File: config.mk
export PLATFORM = sky130hd
export DESIGN_NAME = time_entry_loader
export DESIGN_NICKNAME = d
export VERILOG_FILES = /design/src/rtl/time_entry_loader.sv
export SDC_FILE = /design/constraint.sdc
export NUM_CORES = 1
export LEC_CHECK = 0
export ABC_AREA = 1
export CAP_MARGIN = 30
export CORE_UTILIZATION = 28
export CTS_CLUSTER_SIZE = 24
export DETAILED_ROUTE_END_ITERATION = 6
export PLACE_DENSITY_LB_ADDON = 0.25
export SYNTH_ARGS = -nofsm -noshare
export SYNTH_HDL_FRONTEND = slang
export SYNTH_SLANG_ARGS = --single-unit
File: constraint.sdc
create_clock -name clock -period 1.4 [get_ports clock]
set_input_delay 0.28 -clock clock [delete_from_list [all_inputs] [get_ports clock]]
set_output_delay 0.28 -clock clock [all_outputs]
set_load 0.01 [all_outputs]
File: src/rtl/time_entry_loader.sv
// Keypad entry stage for the oven timer: shifts BCD digits into an m:ss image,
// normalises it on start and drives the load pulse and count enable of the counter chain.
module time_entry_loader (
  input  logic       clock,
  input  logic       clr,
  input  logic       key_valid,
  input  logic [3:0] key_data,
  input  logic       start,
  input  logic       cancel,
  input  logic       timer_zero,
  output logic [3:0] sec_ones,
  output logic [3:0] sec_tens,
  output logic [3:0] mins,
  output logic       loadn,
  output logic       count_en,
  output logic [1:0] digits
);

  typedef enum logic [1:0] {
    IDLE  = 2'd0,
    ENTRY = 2'd1,
    LOAD  = 2'd2,
    RUN   = 2'd3
  } state_t;

  state_t     state, state_nx;
  logic [3:0] ones_nx, tens_nx, mins_nx;
  logic [1:0] digits_nx;
  logic       first_run, first_run_nx;
  logic       key_digit;
  logic       image_zero;

  assign key_digit  = key_valid && (key_data <= 4'd9);
  assign image_zero = (sec_ones == 4'd0) && (sec_tens == 4'd0) && (mins == 4'd0);

  always_comb begin
    state_nx     = state;
    ones_nx      = sec_ones;
    tens_nx      = sec_tens;
    mins_nx      = mins;
    digits_nx    = digits;
    first_run_nx = first_run;

    case (state)
      IDLE: begin
        if (key_digit) begin
          mins_nx   = sec_tens;
          tens_nx   = sec_ones;
          ones_nx   = key_data;
          digits_nx = 2'd1;
          state_nx  = ENTRY;
        end
      end

      ENTRY: begin
        // start always wins over a coincident digit, even when the image is zero
        if (start) begin
          if (!image_zero) begin
            state_nx = LOAD;
            if (sec_tens > 4'd5) begin
              if (mins < 4'd9) begin
                tens_nx = sec_tens - 4'd6;
                mins_nx = mins + 4'd1;
              end else begin
                mins_nx = 4'd9;
                tens_nx = 4'd5;
                ones_nx = 4'd9;
              end
            end
          end
        end else if (key_digit && (digits < 2'd3)) begin
          mins_nx   = sec_tens;
          tens_nx   = sec_ones;
          ones_nx   = key_data;
          digits_nx = digits + 2'd1;
        end
      end

      LOAD: begin
        state_nx     = RUN;
        first_run_nx = 1'b1;
      end

      RUN: begin
        // the counters have only just loaded on the first RUN cycle, so ignore timer_zero then
        first_run_nx = 1'b0;
        if (timer_zero && !first_run) begin
          state_nx  = IDLE;
          ones_nx   = 4'd0;
          tens_nx   = 4'd0;
          mins_nx   = 4'd0;
          digits_nx = 2'd0;
        end
      end

      default: state_nx = IDLE;
    endcase

    if (cancel) begin
      state_nx     = IDLE;
      ones_nx      = 4'd0;
      tens_nx      = 4'd0;
      mins_nx      = 4'd0;
      digits_nx    = 2'd0;
      first_run_nx = 1'b0;
    end
  end

  always_ff @(posedge clock) begin
    if (clr) begin
      state     <= IDLE;
      sec_ones  <= 4'd0;
      sec_tens  <= 4'd0;
      mins      <= 4'd0;
      digits    <= 2'd0;
      first_run <= 1'b0;
      loadn     <= 1'b1;
      count_en  <= 1'b0;
    end else begin
      state     <= state_nx;
      sec_ones  <= ones_nx;
      sec_tens  <= tens_nx;
      mins      <= mins_nx;
      digits    <= digits_nx;
      first_run <= first_run_nx;
      loadn     <= (state_nx != LOAD);
      count_en  <= (state_nx == RUN);
    end
  end

endmodule

==> flow_metrics.py, run 1 <==
metrics = {
    "cells_and_area": {
        "layout.nets": 255,
        "syn_to_final_growth_pct": 54.45,
        "final_core_util": 0.4491,
        "final_layout_size_suffix_gt1_frac": 0.3138,
        "fin_area_sq_um": 1956,
        "antenna_cells": 0,
    },
    "setup_path": {
        "cp-start-kind": "register",
        "cp-endpoint": "sec_ones[1]",
        "reg2reg_to": "sec_ones[1]",
        "max_stage_delay_ns": 0.34,
        "required_ns": 1.57,
        "path_class": "register to register",
        "worstRegToRegCells": 11,
        "cp_cell_sequence": "inv_2 -> ha_1 -> inv_2 -> o21ai_4 -> buf_6 -> nand2_4 -> nand3_4 -> nor2_8 -> nand2_1 -> nand2_1 -> nor2_1",
        "cp.arrival_ns": 1.55,
        "rrSetupSlack_ns": 0.01,
        "endpoint_kind": "register",
        "critPathMaxFanout": 5,
        "crit_slowest_cell": "dfxtp_2",
        "cp-startpoint": "mins[0]",
        "worstReg2RegStart": "mins[0]",
    },
    "timing": {
        "slew_violations": 0,
        "finalSetupTns_ns": 0,
        "fin_crit_sh": 0.9909,
        "final-setup-viol-count": 0,
        "max_freq_ghz": 0.7208,
        "relSlewSlack": 0.7734,
        "rsz0062_at_grt": "yes",
        "finClkSkew_ns": 0.01150,
        "worstMarginPinSlew_ns": 0.3399,
        "finalHoldViolCount": 0,
        "fin_crit_ns": 1.387,
        "whs_ns": 0.4821,
    },
    "route": {
        "first_pass_iters": 4,
        "routed_wl_um": 3601,
        "postRouteAntennaNets": 0,
        "wl_per_cell_um": 12.37,
        "route.detailed.drc": 0,
        "drt_iter0_drc": 76,
        "via_per_inst": 4.684,
        "via_count": 1363,
    },
    "synth": {
        "ys_seq_area_frac": 0.3004,
        "async_flop_share": 0,
        "ys_types": 26,
        "synth_common_cells": "nand2_1 (47), nor2_1 (42), dfxtp_1 (19)",
        "synth.net_count": 203,
        "synth.most_common_cell": "nand2_1",
        "synth_edf_count": 0,
        "yosys_register_bits": 19,
        "syn_avg_cell_area_sq_um": 6.735,
        "synthesis.area_sq_um": 1266,
        "synth_top_area_share": 0.3004,
        "synth_flop_cell": "dfxtp_1",
        "yosysTopAreaCell": "dfxtp_1",
        "yosysWarnings": 0,
        "netlist_instances": 188,
        "ys_top_cells_by_area": "dfxtp_1 (30%), nand2_1 (14%), nor2_1 (12%)",
    },
    "place": {
        "hpwl_um": 2614,
        "dpl_cell_area_sq_um": 1729,
        "gp_congestion": 0.8427,
        "numPortBuffers": 25,
    },
    "clock_network": {
        "cts_tree": "built",
        "clk_pin_slew_worst_paths_ns": 0.08,
        "h-tree-depth": 1,
        "clock_latency_ns": 0.26,
        "cts_root_buffer": "clkbuf_8",
        "cts.sinks": 19,
        "numCtsBuffers": 3,
        "cts.path.max_buffers": 2,
    },
    "power": {
        "powerDensity_nw_per_um2": 739.8,
        "peakVddDrop_v": 0.0003202,
        "p_leak_nw": 0.9408,
    },
    "grt": {
        "grt_max_degree": 11,
        "grt_usage": 0.1494,
        "gr-total-overflow": 0,
        "grt_pass1_wl_um": 5865,
        "use_met1": 0.2056,
        "busiest_layer": "met2",
        "antenna_found_initial": 0,
        "gr-usage-met2": 0.2352,
        "first_global_vias": 1280,
        "met3_usage": 0.02326,
    },
    "die": {
        "die_w_um": 69.25,
        "die-area_sq_um": 4795,
        "initial_core_util": 0.2908,
        "io_pins": 26,
        "coreArea_sq_um": 4354,
        "dieHeight_um": 69.25,
        "rows": 24,
    },
    "run_status": {
        "status": "finished clean",
    },
    "min_path": {
        "hp-class": "register to register",
    },
    "run": {
        "max_cap_viol_count": 0,
    },
}
## worst max-delay path, delay by kind of cell, from the launching register on
kind | cells | cell delay (ns)
AOI/OAI and AO/OA | 1 | 0.07
adders and majority gates | 1 | 0.19
buffers and inverters | 3 | 0.24
DFF | 1 | 0.34
and+or+nand+nor | 6 | 0.47
## how the worst min path moves through the flow
stage                        endpoint         from  cells after the start  slack (ns)
final                       first_run     state[0]                      1        0.48
after global routing        first_run     state[0]                      1        0.50
after CTS                 sec_tens[0]  sec_tens[0]                      2        0.51
after detailed placement  sec_tens[0]  sec_tens[0]                      2        0.50
after global placement    sec_ones[1]  sec_ones[1]                      2        0.50
after floorplan              state[0]          clr                      1        0.35
## flip-flops by register name (all words and copies together), names as in the netlist
signal / flops
count_en: 1
sec_tens: 4
digits: 2
loadn: 1
mins: 4
first_run: 1
state: 2
sec_ones: 4
## cells by family after synthesis
logic type	after synthesis	share of synthesized area
AO/OA/AOI/OAI	28	0.1294
flip-flops	19	0.3004
adder cells (fa/ha/maj)	5	0.04941
buffers and inverters	21	0.07410
AND/OR/NAND/NOR	113	0.4328
XOR/XNOR	2	0.01384
## where the power goes
group          internal [mW]  switching (mW)  total [mW]
registers              0.564          0.0250       0.589
logic                  0.204           0.255       0.459
clock network          0.202           0.196       0.399
total                  0.971           0.476        1.45
## placed cells by master, fill, tap and decap left out, drive strengths merged, types with 5 or more instances in the layout
master and count:
buf 25, ha 5, nor2 48, a21oi 5, dlygate4sd2 17, dfxtp 19
nand3 12, clkdlybuf4s50 6, inv 17, o21ai 13, nand2 54
## per-stage QoR
stage               worst slack (ns)  cells  power, mW
finish                       0.01273    291      1.447
detailed placement           -0.3472    284     0.9938
CTS                         0.001571    289      1.405
global route                -0.07077    291      1.540
floorplan                    0.01229    188     0.8336
global placement             -0.3278    284     0.9931
## layout make-up
class / instances / area (sq um)
clock buffers: 4 / 45.04
fillers: 458 / 2399
inverters: 17 / 66.31
multi-input cells: 149 / 947.2
flip-flops and latches: 19 / 395.4
well taps: 52 / 65.06
repair buffers: 50 / 436.7
## what timing repair did
| item | CTS | global route |
|---|---|---|
| cloned | 1 | 0 |
| setup buffers | 0 | 2 |
| hold buffers | 0 | 0 |
| pin swaps | 6 | 20 |
| setup endpoints to repair | 30 | 19 |
| gates resized for setup | 39 | 29 |
## metal layers
| layer | up-vias | part of all wire |
|---|---|---|
| met5 | - | 0 |
| met4 | 0 | 0.010 |
| met3 | 4 | 0.029 |
| met2 | 26 | 0.49 |
| met1 | 631 | 0.47 |
| li1 | 702 | - |
Power figures use the tool's default switching activity.
==> inputs of run 2 (changes only) <==
--- a/config.mk
+++ b/config.mk
@@ -7,6 +7,7 @@
 export LEC_CHECK = 0
 export ABC_AREA = 1
 export CAP_MARGIN = 30
+export CORE_MARGIN = 2
 export CORE_UTILIZATION = 28
 export CTS_CLUSTER_SIZE = 24
 export DETAILED_ROUTE_END_ITERATION = 6
==> run 2 against run 1 <==
First-iteration DRC count shrank 61%; power increased by 0.67%; critical path depth did not move; clock power shrank 1%; flip-flop and latch count is the same; hold slack improved by 0.014 ns; utilization rose by 0.92 points; critical path type unchanged; largest cell class unchanged.
==> flow_metrics.py, run 2 (synthesis gave the netlist of run 1 again) <==
metrics = {
    "run_status": {
        "status": "finished clean",
    },
    "setup_path": {
        "path_class": "register to register",
        "rrSetupSlack_ns": 0.01,
        "critPathMaxFanout": 5,
        "cp.arrival_ns": 1.56,
        "worstReg2RegStart": "mins[0]",
        "required_ns": 1.57,
        "max_stage_delay_ns": 0.35,
        "cp-start-kind": "register",
        "cp_cell_sequence": "inv_4 -> ha_4 -> inv_2 -> o21ai_2 -> buf_6 -> nand2_4 -> nand3_4 -> nor2_8 -> nand2_1 -> nand2_1 -> nor2_1",
        "cp-startpoint": "mins[0]",
        "worstRegToRegCells": 11,
        "crit_top_cell": "nand2_1",
        "crit_slowest_cell": "dfxtp_2",
        "endpoint_kind": "register",
    },
    "timing": {
        "finClkSkew_ns": 0.007594,
        "finalHoldViolCount": 0,
        "fin_ws_ns": 0.01229,
        "relSlewSlack": 0.7855,
        "max_freq_ghz": 0.7206,
        "slew_violations": 0,
        "worstMarginPinSlew_ns": 0.3213,
        "final-setup-viol-count": 0,
        "fin_crit_sh": 0.9912,
        "rsz0062_at_grt": "yes",
        "fin_crit_ns": 1.388,
    },
    "grt": {
        "grt_max_degree": 11,
        "gr-usage-met2": 0.2181,
        "first_global_vias": 1219,
        "use_met1": 0.1916,
        "busiest_layer": "met2",
        "met3_usage": 0.02532,
        "grt_pass1_wl_um": 5589,
        "gr-total-overflow": 0,
        "antenna_found_initial": 0,
        "grt_usage": 0.1382,
    },
    "place": {
        "hpwl_um": 2608,
        "numPortBuffers": 25,
        "placedCellCount": 285,
        "dpl_cell_area_sq_um": 1737,
        "gp_congestion": 0.8557,
        "pre_cts_ws_ns": -0.3339,
    },
    "die": {
        "die_w_um": 71.25,
        "rows": 24,
        "initial_core_util": 0.2908,
        "die-area_sq_um": 5076,
        "dieHeight_um": 71.25,
        "coreArea_sq_um": 4354,
        "io_pins": 26,
    },
    "route": {
        "via_count": 1334,
        "routed_wl_um": 3485,
        "drt_iter0_drc": 30,
        "route.detailed.drc": 0,
        "postRouteAntennaNets": 0,
        "wl_per_cell_um": 11.89,
        "via_per_inst": 4.553,
        "first_pass_iters": 4,
    },
    "power": {
        "power_mw": 1.457,
        "powerDensity_nw_per_um2": 729.9,
        "p_sw_uw": 474.7,
        "swShare": 0.3259,
        "intPower_uw": 981.9,
        "p_leak_nw": 0.9570,
        "power_frac_seq": 0.406,
        "comb_power_share": 0.323,
        "p_clk_frac": 0.271,
        "peakVddDrop_v": 0.0003308,
    },
    "clock_network": {
        "h-tree-depth": 1,
        "ctsHoldBuffers": 0,
        "clk_pin_slew_worst_paths_ns": 0.08,
        "clock_latency_ns": 0.26,
        "cts_tree": "built",
        "numCtsBuffers": 3,
        "cts.sinks": 19,
        "cts_root_buffer": "clkbuf_8",
        "cts.path.max_buffers": 2,
    },
    "cells_and_area": {
        "final_layout_size_suffix_gt1_frac": 0.3485,
        "syn_to_final_growth_pct": 57.61,
        "antenna_cells": 0,
        "layout.nets": 257,
        "top_regs": "mins x4, sec_ones x4, sec_tens x4",
        "final_cell_mix": "nand2_1 (40), nor2_1 (36), buf_4 (23), dlygate4sd2_1 (16)",
        "final_common_cell": "nand2_1",
        "finalNonFillerCells": 293,
        "fin_area_sq_um": 1996,
    },
    "min_path": {
        "hp-class": "register to register",
        "hold_depth": 1,
        "hp-start": "state[0]",
    },
    "run": {
        "max_cap_viol_count": 0,
    },
}
run 2: cell types whose count changed in the layout (fill, tap and decap cells not counted), moves of 3 or more:
| cell | previous run | this run |
|---|---|---|
| nand2_1 | 43 | 40 |
| nand2_2 | 4 | 9 |
| nor2_1 | 39 | 36 |
| nor2_2 | 1 | 5 |
run 2: per-stage QoR:
| stage | hold slack (ns) | utilization | TNS (ns) |
|---|---|---|---|
| after global placement | 0.4902 | 0.3989 | -5.409 |
| after detailed placement | 0.5009 | 0.3989 | -5.223 |
| after floorplan | 0.3524 | - | 0 |
| after global routing | 0.5153 | 0.4583 | -1.176 |
| after CTS | 0.5020 | 0.4261 | -0.007111 |
| final | 0.4964 | 0.4583 | 0 |
run 2: worst paths after layout:
path,end
worst min-delay path,first_run
worst max-delay path,sec_tens[0]
worst max register to register,sec_tens[0]
worst min register to register,first_run
run 2: cell type report:
| cell class | instances | area, sq um |
|---|---|---|
| Multi-Input combinational cell | 149 | 962.2 |
| Sequential cell | 19 | 390.4 |
| Tap cell | 52 | 65.06 |
| Fill cell | 431 | 2359 |
| Inverter | 17 | 68.82 |
| Timing Repair Buffer | 52 | 464.2 |
| Clock buffer | 4 | 45.04 |
run 2: what timing repair did:
| item | 4_1_cts | 5_1_grt |
|---|---|---|
| resized for setup | 45 | 26 |
| pin swaps | 6 | 23 |
| buffers inserted | 0 | 3 |
| endpoints found under the setup margin | 29 | 20 |
| gates cloned | 1 | 0 |
run 2: power groups by stage:
| stage | clock network (mW) | logic (mW) | registers (mW) |
|---|---|---|---|
| 5_1_grt | 0.437 | 0.518 | 0.596 |
| 3_5_place_dp | 0 | 0.389 | 0.602 |
| 6_report | 0.395 | 0.470 | 0.592 |
| 4_1_cts | 0.404 | 0.412 | 0.592 |
| 2_1_floorplan | 0 | 0.224 | 0.609 |
| 3_3_place_gp | 0 | 0.391 | 0.602 |
run 2: critical path, delay by kind of cell (launching register included):
family                     cells  cell delay (ns)
adders and majority gates      1             0.15
and+or+nand+nor                6             0.50
DFF                            1             0.35
AOI/OAI and AO/OA              1             0.07
buffers and inverters          3             0.22
run 2: routing by layer:
metal / up-vias / share of wire
li1: 711 / -
met1: 590 / 0.46
met2: 28 / 0.48
met3: 5 / 0.046
met4: 0 / 0.015
met5: - / 0
==> inputs of run 3 (changes only) <==
--- a/config.mk
+++ b/config.mk
@@ -9,9 +9,11 @@
 export CAP_MARGIN = 30
 export CORE_MARGIN = 2
 export CORE_UTILIZATION = 28
+export CTS_CLUSTER_DIAMETER = 150
 export CTS_CLUSTER_SIZE = 24
 export DETAILED_ROUTE_END_ITERATION = 6
-export PLACE_DENSITY_LB_ADDON = 0.25
+export PLACE_DENSITY_LB_ADDON = 0.05
+export SLEW_MARGIN = 10
 export SYNTH_ARGS = -nofsm -noshare
 export SYNTH_HDL_FRONTEND = slang
 export SYNTH_SLANG_ARGS = --single-unit
==> run 3 against run 2 <==
The run now ends with negative setup slack left; global-route usage rose by 2.9 points; first-iteration DRC count up 10%; clock-buffer cell count stayed put; sequential share of layout area increased by 0.34 points; hold slack better by 0.0083 ns; largest cell class unchanged.
==> flow_metrics.py, run 3 (synthesis gave the netlist of run 1 again) <==
metrics = {
    "clock_network": {
        "clock_latency_ns": 0.26,
        "cts.sinks": 19,
        "clk_pin_slew_worst_paths_ns": 0.08,
        "h-tree-depth": 1,
        "numCtsBuffers": 3,
        "cts_tree": "built",
        "cts.path.max_buffers": 2,
        "cts_root_buffer": "clkbuf_8",
    },
    "die": {
        "dieHeight_um": 71.25,
        "die-area_sq_um": 5076,
        "rows": 24,
        "die_w_um": 71.25,
        "coreArea_sq_um": 4354,
        "initial_core_util": 0.2908,
        "io_pins": 26,
    },
    "timing": {
        "fin_crit_sh": 1.015,
        "worstMarginPinSlew_ns": 0.3129,
        "fin_crit_ns": 1.422,
        "rsz0062_at_grt": "yes",
        "final-setup-viol-count": 5,
        "finalHoldViolCount": 0,
        "slew_violations": 0,
        "fin_ws_ns": -0.02166,
        "max_freq_ghz": 0.7034,
        "finalSetupTns_ns": -0.06545,
        "relSlewSlack": 0.7911,
        "finClkSkew_ns": 0.003087,
    },
    "power": {
        "intPower_uw": 975.5,
        "p_leak_nw": 0.9434,
        "p_clk_frac": 0.271,
        "p_sw_uw": 487.1,
        "power_frac_seq": 0.404,
        "comb_power_share": 0.325,
        "powerDensity_nw_per_um2": 745.5,
        "peakVddDrop_v": 0.0005385,
        "swShare": 0.3330,
    },
    "setup_path": {
        "cp-startpoint": "mins[0]",
        "path_class": "register to register",
        "cp.arrival_ns": 1.58,
        "cp-endpoint": "mins[3]",
        "reg2reg_to": "mins[3]",
        "worstRegToRegCells": 11,
        "worstReg2RegStart": "mins[0]",
        "cp-start-kind": "register",
        "rrSetupSlack_ns": -0.02,
        "endpoint_kind": "register",
        "critPathMaxFanout": 6,
        "required_ns": 1.56,
    },
    "route": {
        "wl_met3_um": 126,
        "met1_length_um": 1850,
        "dr_wl_met2_um": 2024,
        "via_count": 1363,
        "wl_per_cell_um": 13.91,
        "postRouteAntennaNets": 0,
        "routed_wl_um": 4047,
        "route.detailed.drc": 0,
        "top_layer": "met4",
        "first_pass_iters": 4,
        "drt_iter0_drc": 33,
        "via_per_inst": 4.684,
    },
    "cells_and_area": {
        "antenna_cells": 0,
        "top_regs": "mins x4, sec_ones x4, sec_tens x4",
        "final_common_cell": "nand2_1",
        "final_cell_mix": "nand2_1 (41), nor2_1 (38), buf_4 (19), dlygate4sd2_1 (17), dfxtp_1 (13)",
        "multi_input_area_sq_um": 942.2,
        "layout.nets": 255,
        "syn_to_final_growth_pct": 54.94,
        "fin_area_sq_um": 1962,
        "final_layout_size_suffix_gt1_frac": 0.3222,
        "fillers": 465,
        "final_core_util": 0.4506,
        "ff_latch_area_sq_um": 390.4,
    },
    "grt": {
        "antenna_found_initial": 0,
        "grt_max_degree": 11,
        "grt_usage": 0.1673,
        "gr-total-overflow": 0,
        "first_global_vias": 1363,
        "grt_pass1_wl_um": 6596,
    },
    "place": {
        "hpwl_um": 2933,
        "numPortBuffers": 25,
        "gp_congestion": 0.7912,
        "dpl_cell_area_sq_um": 1734,
    },
    "run": {
        "max_cap_viol_count": 0,
    },
    "min_path": {
        "hp-class": "register to register",
    },
    "run_status": {
        "status": "complete, but fails checks",
        "violations": "negative setup slack",
    },
}
[run 3: layout make-up]
cell class | count | share of cell area
multi-input cells | 149 | 0.4802
inverters | 17 | 0.03380
clock buffers | 4 | 0.02296
repair buffers | 50 | 0.2309
flip-flops and latches | 19 | 0.1990
well taps | 52 | 0.03316
[run 3: worst max-delay path, cell delays in order (launching register included)]
cell	delay, ns
dfxtp_2	0.34
inv_2	0.04
buf_6	0.11
ha_4	0.14
nand3_2	0.08
nor2_4	0.06
nand3_4	0.10
nand2_4	0.08
nor2_4	0.19
nand2_1	0.08
nand2_1	0.07
nor2_1	0.04
[run 3: power by group through the flow]
| stage | Sequential (mW) | Combinational [mW] | Clock (mW) |
|---|---|---|---|
| global route | 0.596 | 0.522 | 0.440 |
| finish | 0.591 | 0.476 | 0.396 |
| detailed placement | 0.602 | 0.403 | 0 |
| CTS | 0.591 | 0.449 | 0.424 |
| global placement | 0.601 | 0.399 | 0 |
| floorplan | 0.609 | 0.224 | 0 |
[run 3: routing by layer]
metal,track usage,up-vias
met5,0,-
met3,0.03657,4
li1,-,699
met2,0.2973,23
met4,0.03354,0
met1,0.2080,637
[run 3: what timing repair did]
item | CTS | global route
cloned | 1 | 0
setup buffers | 2 | 1
pin swaps | 12 | 8
resized for setup | 53 | 13
endpoints found under the setup margin | 32 | 21
hold buffers | 0 | 0
[run 3: worst min-delay path by stage]
stage	startpoint	to	slack, ns	cells after the start
floorplan	clr	state[0]	0.35	1
global route	sec_ones[1]	sec_ones[1]	0.53	2
detailed placement	sec_ones[2]	sec_ones[2]	0.50	2
CTS	sec_ones[1]	sec_ones[1]	0.51	2
global placement	sec_tens[0]	sec_tens[0]	0.49	2
finish	sec_ones[1]	sec_ones[1]	0.50	2
[run 3: metrics by stage]
step / std cells / power (mW) / hold WS (ns) / setup WS [ns]
3_3_place_gp: 283 / 0.9999 / 0.4878 / -0.3705
6_report: 291 / 1.463 / 0.5047 / -0.02166
3_5_place_dp: 283 / 1.005 / 0.4993 / -0.3750
4_1_cts: 290 / 1.464 / 0.5078 / -0.01251
2_1_floorplan: 188 / 0.8336 / 0.3524 / 0.01229
5_1_grt: 291 / 1.558 / 0.5286 / -0.1128
